`src/rtl/bit_serializer.sv`:
```
// Word-to-bit serializer: one holding buffer feeding an MSB-first shifter.
// Optional even-parity trailer bit enabled by SERIALIZER_PARITY_EN.
module bit_serializer #(
    parameter int DATA_WIDTH = 8,
    parameter int BIT_PERIOD = 1
) (
    input  logic                  clk,
    input  logic                  n_rst,
    input  logic [DATA_WIDTH-1:0] data_in,
    input  logic                  data_valid,
    output logic                  data_ready,
    output logic                  serial_out,
    output logic                  shift_active,
    output logic                  word_done
);

`ifdef SERIALIZER_PARITY_EN
    localparam int WORD_LEN = DATA_WIDTH + 1;
`else
    localparam int WORD_LEN = DATA_WIDTH;
`endif

    localparam int CW = $clog2(WORD_LEN);
    localparam int TW = (BIT_PERIOD > 1) ? $clog2(BIT_PERIOD) : 1;
    localparam logic [CW-1:0] CNT_LAST = CW'(WORD_LEN - 1);
    localparam logic [TW-1:0] TMR_LAST = TW'(BIT_PERIOD - 1);

    typedef enum logic {
        IDLE,
        SHIFT
    } state_t;

    state_t                  state;
    state_t                  state_n;
    logic [DATA_WIDTH-1:0]   buf_data;
    logic                    buf_full;
    logic [WORD_LEN-1:0]     sreg;
    logic [WORD_LEN-1:0]     load_word;
    logic [CW-1:0]           bit_cnt;
    logic [TW-1:0]           timer;
    logic                    accept;
    logic                    load;
    logic                    tick;
    logic                    last;

`ifdef SERIALIZER_PARITY_EN
    assign load_word = {buf_data, ^buf_data};
`else
    assign load_word = buf_data;
`endif

    assign data_ready = !buf_full;
    assign accept     = data_valid && data_ready;

    always_ff @(posedge clk or negedge n_rst) begin
        if (!n_rst) begin
            state <= IDLE;
        end else begin
            state <= state_n;
        end
    end

    always_comb begin
        state_n      = state;
        load         = 1'b0;
        tick         = 1'b0;
        last         = 1'b0;
        serial_out   = 1'b0;
        shift_active = 1'b0;
        word_done    = 1'b0;
        unique case (state)
            IDLE: begin
                if (buf_full) begin
                    load    = 1'b1;
                    state_n = SHIFT;
                end
            end
            SHIFT: begin
                shift_active = 1'b1;
                serial_out   = sreg[WORD_LEN-1];
                tick         = (timer == TMR_LAST);
                last         = tick && (bit_cnt == CNT_LAST);
                word_done    = last;
                // Reload on the final edge keeps the stream gap-free
                if (last) begin
                    if (buf_full) begin
                        load = 1'b1;
                    end else begin
                        state_n = IDLE;
                    end
                end
            end
        endcase
    end

    always_ff @(posedge clk or negedge n_rst) begin
        if (!n_rst) begin
            sreg    <= '0;
            bit_cnt <= '0;
            timer   <= '0;
        end else if (load) begin
            sreg    <= load_word;
            bit_cnt <= '0;
            timer   <= '0;
        end else if (last) begin
            sreg    <= '0;
            bit_cnt <= '0;
            timer   <= '0;
        end else if (state == SHIFT) begin
            if (tick) begin
                timer   <= '0;
                sreg    <= {sreg[WORD_LEN-2:0], 1'b0};
                bit_cnt <= bit_cnt + CW'(1);
            end else begin
                timer <= timer + TW'(1);
            end
        end
    end

    always_ff @(posedge clk or negedge n_rst) begin
        if (!n_rst) begin
            buf_data <= '0;
            buf_full <= 1'b0;
        end else begin
            if (accept) begin
                buf_data <= data_in;
            end
            buf_full <= accept || (buf_full && !load);
        end
    end

endmodule

```
`config.mk`:
```
export PLATFORM = sky130hd
export DESIGN_NAME = bit_serializer
export DESIGN_NICKNAME = d
export VERILOG_FILES = /design/src/rtl/bit_serializer.sv
export SDC_FILE = /design/constraint.sdc
export NUM_CORES = 1
export LEC_CHECK = 0
export CAP_MARGIN = 20
export CORE_MARGIN = 8
export CORE_UTILIZATION = 55
export DETAILED_ROUTE_END_ITERATION = 8
export PLACE_DENSITY = 0.78
export SYNTH_ARGS = -nofsm -noshare
export SYNTH_HDL_FRONTEND = slang
export SYNTH_SLANG_ARGS = --single-unit
```
`constraint.sdc`:
```
create_clock -name clk -period 3.95 [get_ports clk]
set_clock_uncertainty 0.05 [all_clocks]
set_input_delay 0.395 -clock clk [delete_from_list [all_inputs] [get_ports clk]]
set_output_delay 0.395 -clock clk [all_outputs]
set_load 0.1 [all_outputs]
```
### After elaboration in Yosys (flattened, before gate mapping)

Cells that the tools add are included.

| word-level totals | value |
|---|---|
| flip-flop bits (word level) | 22 |
| latch bits | 0 |
| bits in writable memories | 0 |
| ROM bits | 0 |
| bits of input ports | 11 |
| output and inout bits | 4 |
| logic and storage cells | 41 |
| memories | 0 |

| cells by class | value |
|---|---|
| add/subtract/negate cells | 2 |
| multipliers | 0 |
| divide/modulo/power cells | 0 |
| $lt $le $gt $ge | 0 |
| eq/ne operators | 1 |
| shifts and indexed selects | 0 |
| mux-type cells | 21 |
| bitwise gates (word level) | 2 |
| reductions and logical operators | 9 |

Operators with widths:

| cell | count |
|---|---|
| 8-bit two-way mux | 4 |
| 3-bit two-way mux | 4 |
| 1-bit two-way mux | 11 |
| 3-bit nonzero test | 2 |
| 1-bit case mux with 2 select lines | 2 |
| 3-bit by 1-bit adder with 3-bit output, second input constant | 1 |
| 3-bit == test, second input constant | 1 |
| 1-bit logical AND | 3 |
| 1-bit logical NOT | 2 |
| 1-bit inverter | 2 |
| 2-bit AND reduction | 1 |
| 1-bit adder, second input constant | 1 |
| 1-bit logical OR | 1 |

### Logic depth before layout (Yosys ltp)

| depth | value |
|---|---|
| depth in word-level cells | 7 |
| mapped depth | 5 |
| gate-level depth less buffers | 5 |

### Worst setup path before layout

OpenSTA, ideal clock, no wires.

| timing | value |
|---|---|
| kind | flip-flop to output port |
| start point | reg state |
| end point | out word_done |
| arrival time | 1934 ps |
| data required time | 3505 ps |
| path slack | 1571 ps |
| stages on the path, launching flop included | 3 |
| buffers on the path | 1 |
| path through | dfrtp_1 -> buf_6 -> and3_1 |

| between the ends | value |
|---|---|
| cells in the longest elaborated chain, start to end | 1 |

Ends and longest elaborated chain:

| what | RTL line | source |
|---|---|---|
| from (decl) | 33 | `state_t state;` |
| from (signal assigned) | 59 | `state <= state_n;` |
| 1-bit two-way mux | 71 | `unique case (state)` |
| to (decl) | 14 | `output logic word_done` |

No other way between the ends.

### Final worst setup path

| timing | value |
|---|---|
| start point | reg bit_cnt[1] |
| end point | out word_done |

| between the ends | value |
|---|---|
| cells in the longest elaborated chain, start to end | 3 |

Ends and longest elaborated chain:

| what | RTL line | source |
|---|---|---|
| from (decl) | 39 | `logic [CW-1:0] bit_cnt;` |
| from (signal assigned) | 113 | `bit_cnt <= bit_cnt + CW'(1);` |
| 3-bit == test | 82 | `last = tick && (bit_cnt == CNT_LAST);` |
| 1-bit logical AND | 82 |  |
| 1-bit two-way mux | 71 |  |

No other way between the ends.

==> impl_metrics.json <==
{
  "io_buffers": 14,
  "crit_type": "reg2out",
  "synth_edf_count": 0,
  "ys_types": 21,
  "hpwl_mm": 1.16,
  "dieArea_um2": 3320,
  "num-nets-final": 97,
  "final_core_util_pct": 68.2,
  "yosysTopAreaCell": "dfrtp_1",
  "cp.arrival_ns": 2.37,
  "synth_area_um2": 955,
  "track_usage_pct": 10.9,
  "ys_warn_count": 0,
  "synthToLayoutAreaGrowth_pct": 19.4,
  "grt_max_degree": 23,
  "gr-total-overflow": 0,
  "fin_tns_setup_ns": 0,
  "cp_data_required_time_ns": 3.50,
  "grt_pass1_vias": 638,
  "relSlewSlack_pct": 35.3,
  "synth_commonest_cells": "dfrtp_1, and2_1, mux2_2, a221o_1",
  "clock_sinks": 22,
  "dieHeight_um": 57.7,
  "place_congestion": 0.767,
  "synth_top_cell_area_share_pct": 57.7,
  "antenna_found_initial": 0,
  "post_cts_buffers": 0,
  "clk_latency_ns": 0.30,
  "worst_slew_pin_slew_ns": 0.968,
  "drtIter0Drc": 6,
  "drc": 0,
  "syn_nets": 80,
  "clk_path_buf_depth": 2,
  "path_max_fanout": 3,
  "ir_worst_vdd_mv": 0.403,
  "endpoint_kind": "output port",
  "p_leak_nw": 0.515,
  "numCtsBuffers": 3,
  "synth_cells": 67,
  "hold_viol_final": 0,
  "cts_resized": 0,
  "synthFlopType": "dfrtp_1",
  "coreArea_um2": 1670,
  "finalCritPeriodShare_pct": 71.4,
  "cap_violations": 0,
  "max_freq_mhz": 355,
  "pwr_density_cell_nw_per_um2": 780,
  "ys_seq_elements": 22,
  "drive_above_1_share_pct": 20.5,
  "routed_via_density": 5.88,
  "setup_viol": 0,
  "htree_levels": 1,
  "drtPass1Iterations": 4,
  "holdBufCountCts": 0,
  "critPathLaunchType": "flop",
  "synth_most_common_cell": "dfrtp_1",
  "wirelength_mm": 1.62,
  "rsz0062_at_grt": "no",
  "drt.antenna.violating_nets": 0,
  "hp-class": "in2async",
  "insertedDiodeCount": 0,
  "cts_tree": "yes",
  "synthTopCellsByArea": "dfrtp_1, mux2_2, a221o_1, and2_1, ha_1",
  "initial_utilization_pct": 57.2,
  "fin_ws_ns": 1.13,
  "clk_pin_slew_ns": 0.12,
  "slew_violations": 0,
  "period_needed_ns": 2.82,
  "num_io_pins": 15,
  "fp-row-count": 15,
  "grt_pass1_wl_mm": 2.83,
  "vias": 588,
  "worstRegToRegCells": 2,
  "status": "complete, no violations",
  "place_ws_ns": 1.46,
  "async_flop_share_pct": 100,
  "wire_per_inst_um": 16.2,
  "die_w_um": 57.7,
  "avgSynthCellArea_um2": 14.2,
  "root_buffer": "clkbuf_4",
  "ys_seq_area_share_pct": 57.7
}
-- routing by layer --
metal  up-vias  share of wire [%]  GRT usage (%)
met3         2                4.9           2.87
met1       296                 43           12.5
li1        276                  -              -
met5         -                  0              0
met4         0               0.74           6.64
met2        14                 51           17.8
-- report_power, final --
group / switching [mW] / leakage (nW) / internal [mW]
logic: 0.214 / 0.223 / 0.177
clock network: 0.0641 / 0.0210 / 0.0562
registers: 0.0576 / 0.271 / 0.320
-- path summary, 6_finish.rpt --
kind	from	endpoint	slack (ns)
worst max register to register	state	bit_cnt[0]	2.22
min in group clk	buf_full	timer	0.43
max in group asynchronous	n_rst	sreg[5]	3.13
worst max-delay path	bit_cnt[1]	word_done	1.13
worst min register to register	buf_full	timer	0.43
worst min-delay path	n_rst	bit_cnt[2]	0.30
-- registers in the layout, indices dropped and copies added, names as in the netlist --
signal / flops
sreg: 8
buf_data: 8
buf_full: 1
timer: 1
bit_cnt: 3
state: 1
-- critical path, stage by stage, from the launching register on --
cell and delay, ns:
dfrtp_1 0.38, ha_1 0.16, ha_1 0.24, and3_1 0.17, clkdlybuf4s50_1 1.13
-- metrics by stage --
stage,hold WS [ns],instances,power (mW),area (µm²)
after floorplan,0.0494,67,0.689,955
after global placement,0.405,95,0.757,1090
after detailed placement,0.412,95,0.775,1090
after CTS,0.435,99,0.896,1120
after global routing,0.313,100,0.946,1140
final,0.297,100,0.889,1140
-- cells in the final DEF (no fill, tap or decap) --
cell,n
dfrtp_1,22
clkdlybuf4s50_1,14
and2_1,8
mux2_2,8
a221o_1,7
clkbuf_4,3
inv_1,2
nand2_1,2
a22o_1,2
ha_1,2
and3_1,1
nand2b_2,1
nor2b_1,1
o21bai_1,1
a21oi_4,1
mux2i_1,1
nor3b_4,1
o2111ai_1,1
a21bo_2,1
nor3_1,1
mux2_1,1
clkbuf_8,1
buf_8,1
-- final cells by class --
type | count | area (µm²)
Inverter | 2 | 7.51
Sequential cell | 22 | 551
Clock buffer | 4 | 36.3
Fill cell | 124 | 531
Multi-Input combinational cell | 40 | 369
Tap cell | 17 | 21.3
Timing Repair Buffer | 15 | 155
-- kinds of logic after synthesis --
logic type | after synthesis | share of synthesized area (%)
flops | 22 | 57.7
simple gates | 15 | 10.7
compound gates | 13 | 13.6
mux | 10 | 11.7
buf+inv | 5 | 3.67
fa+ha+maj | 2 | 2.62
Note: power is estimated with default switching activity, not from simulation.
